**config.mk**
```make
export PLATFORM = sky130hd
export DESIGN_NAME = regfile_wb_arbiter_flat
export DESIGN_NICKNAME = d
export VERILOG_FILES = /design/src/rtl/regfile_wb_arbiter_if.sv /design/src/rtl/regfile_wb_arbiter.sv /design/src/flat_wrapper.sv
export SDC_FILE = /design/constraint.sdc
export NUM_CORES = 1
export LEC_CHECK = 0
export CAP_MARGIN = 40
export CORE_UTILIZATION = 45
export DETAILED_ROUTE_END_ITERATION = 8
export GPL_ROUTABILITY_DRIVEN = 0
export PLACE_DENSITY = 0.8
export SETUP_SLACK_MARGIN = 0.3
export SYNTH_ARGS = -nofsm -noshare
export SYNTH_HDL_FRONTEND = slang
export SYNTH_SLANG_ARGS = --single-unit
```
**constraint.sdc**
```tcl
create_clock -name clk -period 5.4 [get_ports clk]
set_input_delay 1.08 -clock clk [delete_from_list [all_inputs] [get_ports clk]]
set_output_delay 1.08 -clock clk [all_outputs]
set_load 0.005 [all_outputs]
```
**src/rtl/regfile_wb_arbiter_if.sv**
```systemverilog
// regfile_wb_arbiter_if: issue, ALU/LSU result and RegFile write-port bundle; bypass signals exist only with RF_BYPASS_EN.
interface regfile_wb_arbiter_if #(parameter int WIDTH = 32, parameter int ADRESS_WIDTH = 5);
  logic issue_valid;
  logic [ADRESS_WIDTH-1:0] issue_rd, issue_rs1, issue_rs2;
  logic issue_stall;
  logic alu_valid;
  logic [ADRESS_WIDTH-1:0] alu_rd;
  logic [WIDTH-1:0] alu_data;
  logic lsu_valid, lsu_ready;
  logic [ADRESS_WIDTH-1:0] lsu_rd;
  logic [WIDTH-1:0] lsu_data;
  logic [ADRESS_WIDTH-1:0] wr_addr0;
  logic [WIDTH-1:0] wr_din0;
  logic we0;
`ifdef RF_BYPASS_EN
  logic [ADRESS_WIDTH-1:0] rd_addr0, rd_addr1;
  logic byp_hit0, byp_hit1;
  logic [WIDTH-1:0] byp_data0, byp_data1;
`endif
  modport master (
`ifdef RF_BYPASS_EN
    input rd_addr0, rd_addr1,
    output byp_hit0, byp_hit1, byp_data0, byp_data1,
`endif
    input issue_valid, issue_rd, issue_rs1, issue_rs2, alu_valid, alu_rd, alu_data,
    input lsu_valid, lsu_rd, lsu_data,
    output issue_stall, lsu_ready, wr_addr0, wr_din0, we0
  );
  modport slave (
`ifdef RF_BYPASS_EN
    output rd_addr0, rd_addr1,
    input byp_hit0, byp_hit1, byp_data0, byp_data1,
`endif
    output issue_valid, issue_rd, issue_rs1, issue_rs2, alu_valid, alu_rd, alu_data,
    output lsu_valid, lsu_rd, lsu_data,
    input issue_stall, lsu_ready, wr_addr0, wr_din0, we0
  );
endinterface

```
**src/rtl/regfile_wb_arbiter.sv**
```systemverilog
// regfile_wb_arbiter: merges ALU and buffered LSU results onto one RegFile write port with a RAW pending scoreboard; RF_BYPASS_EN adds read bypass.
module regfile_wb_arbiter #(
  parameter int WIDTH = 32,
  parameter int ADRESS_WIDTH = 5,
  parameter int DEPTH = 32,
  parameter int FIFO_DEPTH = 2
) (
  input logic clk,
  input logic rst,
  regfile_wb_arbiter_if.master bus
);
  localparam int PW = $clog2(FIFO_DEPTH);
  localparam int CW = PW + 1;
  logic [ADRESS_WIDTH+WIDTH-1:0] mem [FIFO_DEPTH];
  logic [PW-1:0] head, tail;
  logic [CW-1:0] count;
  logic [DEPTH-1:0] pending, pending_nxt;
  logic full, push, pop, sel, we, clr1, clr2;
  logic [ADRESS_WIDTH-1:0] waddr;
  logic [WIDTH-1:0] wdata;
  // ALU always wins the port; the FIFO head only drains in ALU-idle cycles
  always_comb begin
    full = count == CW'(FIFO_DEPTH);
    bus.lsu_ready = !rst && !full;
    push = bus.lsu_valid && bus.lsu_ready;
    pop = !rst && !bus.alu_valid && count != '0;
    sel = !rst && (bus.alu_valid || pop);
    {waddr, wdata} = bus.alu_valid ? {bus.alu_rd, bus.alu_data} : mem[head];
    we = sel && waddr != '0;
    bus.wr_addr0 = waddr;
    bus.wr_din0 = wdata;
    bus.we0 = we;
`ifdef RF_BYPASS_EN
    clr1 = we && waddr == bus.issue_rs1;
    clr2 = we && waddr == bus.issue_rs2;
    bus.byp_hit0 = we && bus.rd_addr0 == waddr && bus.rd_addr0 != '0;
    bus.byp_hit1 = we && bus.rd_addr1 == waddr && bus.rd_addr1 != '0;
    bus.byp_data0 = wdata;
    bus.byp_data1 = wdata;
`else
    clr1 = 1'b0;
    clr2 = 1'b0;
`endif
    bus.issue_stall = (pending[bus.issue_rs1] && !clr1) || (pending[bus.issue_rs2] && !clr2);
  end
  // set after clear so a same-cycle issue to the written register stays pending
  always_comb begin
    pending_nxt = pending;
    if (sel) pending_nxt[waddr] = 1'b0;
    if (bus.issue_valid && bus.issue_rd != '0) pending_nxt[bus.issue_rd] = 1'b1;
    pending_nxt[0] = 1'b0;
  end
  always_ff @(posedge clk) begin
    if (rst) begin
      pending <= '0;
      head <= '0;
      tail <= '0;
      count <= '0;
    end else begin
      pending <= pending_nxt;
      head <= head + PW'(pop);
      tail <= tail + PW'(push);
      count <= count + CW'(push) - CW'(pop);
    end
  end
  always_ff @(posedge clk) begin
    if (push) mem[tail] <= {bus.lsu_rd, bus.lsu_data};
  end
endmodule

```
**src/flat_wrapper.sv**
```systemverilog
// flat-port wrapper written by rule: the top's interface ports become plain ports
module regfile_wb_arbiter_flat 
#(
  parameter int WIDTH = 32,
  parameter int ADRESS_WIDTH = 5,
  parameter int DEPTH = 32,
  parameter int FIFO_DEPTH = 2
)
  (clk, rst, bus_issue_valid, bus_issue_rd, bus_issue_rs1, bus_issue_rs2, bus_alu_valid, bus_alu_rd, bus_alu_data, bus_lsu_valid, bus_lsu_rd, bus_lsu_data, bus_issue_stall, bus_lsu_ready, bus_wr_addr0, bus_wr_din0, bus_we0);
  regfile_wb_arbiter_if #(.WIDTH(WIDTH), .ADRESS_WIDTH(ADRESS_WIDTH)) bus_i ();
  input logic clk;
  input logic rst;
  input wire logic [$bits(bus_i.issue_valid)-1:0] bus_issue_valid;
  input wire logic [$bits(bus_i.issue_rd)-1:0] bus_issue_rd;
  input wire logic [$bits(bus_i.issue_rs1)-1:0] bus_issue_rs1;
  input wire logic [$bits(bus_i.issue_rs2)-1:0] bus_issue_rs2;
  input wire logic [$bits(bus_i.alu_valid)-1:0] bus_alu_valid;
  input wire logic [$bits(bus_i.alu_rd)-1:0] bus_alu_rd;
  input wire logic [$bits(bus_i.alu_data)-1:0] bus_alu_data;
  input wire logic [$bits(bus_i.lsu_valid)-1:0] bus_lsu_valid;
  input wire logic [$bits(bus_i.lsu_rd)-1:0] bus_lsu_rd;
  input wire logic [$bits(bus_i.lsu_data)-1:0] bus_lsu_data;
  output wire logic [$bits(bus_i.issue_stall)-1:0] bus_issue_stall;
  output wire logic [$bits(bus_i.lsu_ready)-1:0] bus_lsu_ready;
  output wire logic [$bits(bus_i.wr_addr0)-1:0] bus_wr_addr0;
  output wire logic [$bits(bus_i.wr_din0)-1:0] bus_wr_din0;
  output wire logic [$bits(bus_i.we0)-1:0] bus_we0;
  assign bus_i.issue_valid = bus_issue_valid;
  assign bus_i.issue_rd = bus_issue_rd;
  assign bus_i.issue_rs1 = bus_issue_rs1;
  assign bus_i.issue_rs2 = bus_issue_rs2;
  assign bus_i.alu_valid = bus_alu_valid;
  assign bus_i.alu_rd = bus_alu_rd;
  assign bus_i.alu_data = bus_alu_data;
  assign bus_i.lsu_valid = bus_lsu_valid;
  assign bus_i.lsu_rd = bus_lsu_rd;
  assign bus_i.lsu_data = bus_lsu_data;
  assign bus_issue_stall = bus_i.issue_stall;
  assign bus_lsu_ready = bus_i.lsu_ready;
  assign bus_wr_addr0 = bus_i.wr_addr0;
  assign bus_wr_din0 = bus_i.wr_din0;
  assign bus_we0 = bus_i.we0;
  regfile_wb_arbiter #(.WIDTH(WIDTH), .ADRESS_WIDTH(ADRESS_WIDTH), .DEPTH(DEPTH), .FIFO_DEPTH(FIFO_DEPTH)) u_core (.clk(clk), .rst(rst), .bus(bus_i));
endmodule
```
==> impl_metrics.ini <==
[sta]
final_hold_viol_count = 0
grt_setup_unrepaired = false
fin_tns_setup_ns = 0
tightestPinTransition_ns = 0.7346
finalMaxSlewViolations = 0
timing.clock.skew_ns = 0.003518
final_critical_path_setup_slack_ns = 0.9041
timing.final.crit_period_ns = 4.496
fmax_ghz = 0.2224
finalSetupViolations = 0
period_share_pct = 83.26
max-slew-margin-rel_pct = 50.92

[floorplanning]
row_count = 38
placeable_core_region_mm2 = 0.01094
start_util_pct = 46.56
die_h_um = 108.4
io_pins = 134
die_area_mm2 = 0.01174
dieWidth_um = 108.4

[synthesis]
synthesis.instances = 441
post_synth_and_or_nand_nor_area_fraction_pct = 11.01
post_synth_instance_area_mm2 = 0.005091
synth_top_family_by_area = multiplexers
synth.ff_latch_count = 109
ys_seq_area_share_pct = 57.41
post_synth_fa_ha_maj_area_fraction_pct = 0.9830
synth_area_leaders = edfxtp_1 44%, dfxtp_1 14%, mux2i_1 8.1%, mux4_2 5.8%, o21ai_0 5.2%
post_synth_xor_area_fraction_pct = 0.3441
yosys.area.top_type = edfxtp_1
synth_mux_area_share_pct = 14.75
synth_top_cell_area_share_pct = 43.65
synth-compound-area-share_pct = 12.51
post_synth_num_cell_types = 40
yosysWarningCount = 0
mappedNetlistNets = 539
postSynthAreaPerCell_um2 = 11.54

[setup_path]
endpoint_kind = output pin
worstSetupEndpoint = bus_issue_stall
regToRegSetupSlack_ns = 2.99
r2r-start = u_core.head
setup.worst_path.start = bus_issue_rs2[0]
crit_type = in2out
timing.reg2reg.worst_path_depth = 6
startpoint_type = input port
worstReg2RegEnd = u_core.pending[3]
worstPathMaxFanout = 9
arrival_time_of_data_at_the_critical_path_endpoint_ns = 3.42
cp_data_required_time_ns = 4.32

[drt]
drt_pre_antenna_iters = 4
via_count = 3933
detailedRoute.firstIterationViolations = 209
overall_routed_net_length_mm = 12.13
viasPerCell = 5.555
drtAntennaViolNets = 0
avgRoutedWirePerCell_um = 17.13
post-route-drc-count = 0

[placed_design]
io_buffer_count = 133
detailed_place_hpwl_mm = 8.878
dpl_worst_slack_ns = 0.9108

[clock_network]
cts-resized-gates = 0
cts_htree_levels = 3
clock_latency_ns = 0.35
clk_root_buffer_cell = clkbuf_16
number_of_buffers_added_by_the_clock_tree_synthesis_step = 9
clock_tree.buffer_depth = 2
clock_sink_count = 109
cts_setup_buffers = 0
clkTransAtPathRegs_ns = 0.07
holdBufCountCts = 0
cts_tree = built

[status]
outcome = finished, final reports clean

[min_path]
hp-class = reg2reg

[global_route]
overflow_left_after_global_routing = 0
grt_pass1_vias = 3863
grt_util_all_layers_pct = 21.73
grt_pass1_wl_mm = 19.14
antenna_violations_before_repair = 0
pin_count_of_the_biggest_net_entering_global_routing = 61

[layout]
net_count_final = 661
post_route_cells_drive_above_1_share_pct = 8.803
layout-area-overhead-vs-synth_pct = 34.14
post-route-util_pct = 62.45
n_antenna_cell = 0
fillerInstances = 861

[pwr]
pwr_density_cell_mw_per_mm2 = 289.6
vdd_ir_drop_max_uv = 213.3
p_seq_share_pct = 48.7
internal-power_uw = 1500
netSwitchingPower_uw = 477.5
switching_share_pct = 24.15
power.static_leakage_uw = 0.002282
power.share.clock_pct = 32.6
combinationalPowerShare_pct = 18.7

[flow_run]
max_cap_violations = 0
==> cells in the mapped netlist <==
library cell / instances
mux2i_2: 1
nand2_1: 67
mux2_2: 3
o21ai_4: 1
xor2_1: 1
nor2_1: 11
o21ai_1: 11
a21oi_1: 31
o211ai_1: 5
mux2i_1: 41
nor2b_1: 10
ha_1: 4
o41ai_1: 1
nand3_1: 6
xnor2_1: 1
clkbuf_1: 13
buf_1: 5
nor3b_1: 1
o21ai_0: 53
clkbuf_2: 1
o31ai_1: 6
nor2_2: 1
inv_1: 7
dfxtp_1: 35
o21a_1: 4
a31oi_1: 1
and2_1: 2
nand2b_1: 4
nand3b_1: 1
nand3_2: 3
buf_2: 7
or3_4: 4
and3b_1: 1
or3_1: 2
o31a_1: 2
edfxtp_1: 74
buf_6: 1
nor3_1: 4
inv_2: 2
mux4_2: 13
==> through the flow <==
stage | cells | instance area [um^2] | power [uW] | hold WS, ns
floorplan | 441 | 5091 | 1158 | 0.4603
finish | 708 | 6829 | 1977 | 0.5025
global placement | 690 | 6502 | 1334 | 0.4799
CTS | 708 | 6829 | 1987 | 0.5014
detailed placement | 692 | 6543 | 1350 | 0.4922
global route | 708 | 6829 | 2051 | 0.5393
==> state kept, by name (all words and copies together), names as in the netlist <==
register and flops:
u_core.count 2, u_core.head 1, u_core.mem 74, u_core.pending 31, u_core.tail 1
==> power by group through the flow <==
stage | sequential, uW | combinational, uW | clock [uW]
6_report | 962 | 370 | 645
5_1_grt | 966 | 401 | 684
4_1_cts | 962 | 372 | 653
3_5_place_dp | 981 | 369 | 0
3_3_place_gp | 981 | 353 | 0
2_1_floorplan | 966 | 192 | 0
==> worst max-delay path: stages <==
cell	delay [ns]
clkdlybuf4s50_1	0.76
mux4_2	0.56
mux2_2	0.28
a31oi_1	0.18
o211ai_1	0.11
clkdlybuf4s50_1	0.45
==> placed cells by master, fill, tap and decap left out, drive strengths merged <==
cell type / count
dfxtp: 35
clkdlybuf4s50: 132
a31oi: 1
o31a: 2
buf: 6
nand3b: 1
xor2: 1
nand2b: 4
bufinv: 1
inv: 11
and2: 2
xnor2: 1
nor2: 12
mux4: 13
nor3b: 1
o41ai: 1
clkinv: 1
o21a: 4
nand2: 67
mux2: 3
a21oi: 31
nor3: 4
mux2i: 42
ha: 4
clkbuf: 12
and3b: 1
o21ai: 65
edfxtp: 74
o31ai: 6
or3: 6
nor2b: 10
o211ai: 5
nand3: 9
==> per-layer routing <==
layer | vias up | track usage, % | part of all wire (%)
li1 | 1861 | - | -
met4 | 0 | 8.784 | 1.8
met3 | 16 | 4.882 | 9.8
met5 | - | 0 | 0
met2 | 193 | 35.44 | 48
met1 | 1863 | 28.09 | 41
==> cells by family after synthesis <==
| family | Yosys count |
|---|---|
| and+or+nand+nor | 117 |
| AOI/OAI and AO/OA | 115 |
| DFF | 109 |
| muxes | 58 |
| buffers and inverters | 36 |
| adders and majority gates | 4 |
| xor gates and xnor gates | 2 |
==> how the worst min path moves through the flow <==
| stage | from | to | slack (ns) | depth (start not counted) |
|---|---|---|---|---|
| finish | u_core.pending[6] | u_core.pending[6] | 0.50 | 2 |
| global route | u_core.pending[30] | u_core.pending[30] | 0.54 | 2 |
| CTS | u_core.pending[9] | u_core.pending[9] | 0.50 | 2 |
| detailed placement | u_core.pending[9] | u_core.pending[9] | 0.49 | 2 |
| global placement | u_core.pending[30] | u_core.pending[30] | 0.48 | 2 |
| floorplan | u_core.pending[5] | u_core.pending[5] | 0.46 | 2 |
==> cell type report <==
type,instances,area [um^2],area share [%]
repair buffers,138,1389,20.34
well taps,140,175.2,2.565
clock inverters,4,50.05,0.7329
clock buffers,12,236.5,3.463
flip-flops and latches,109,2924,42.82
inverters,9,33.78,0.4947
multi-input cells,296,2021,29.59
No activity file was read; power rests on OpenSTA's default activity.
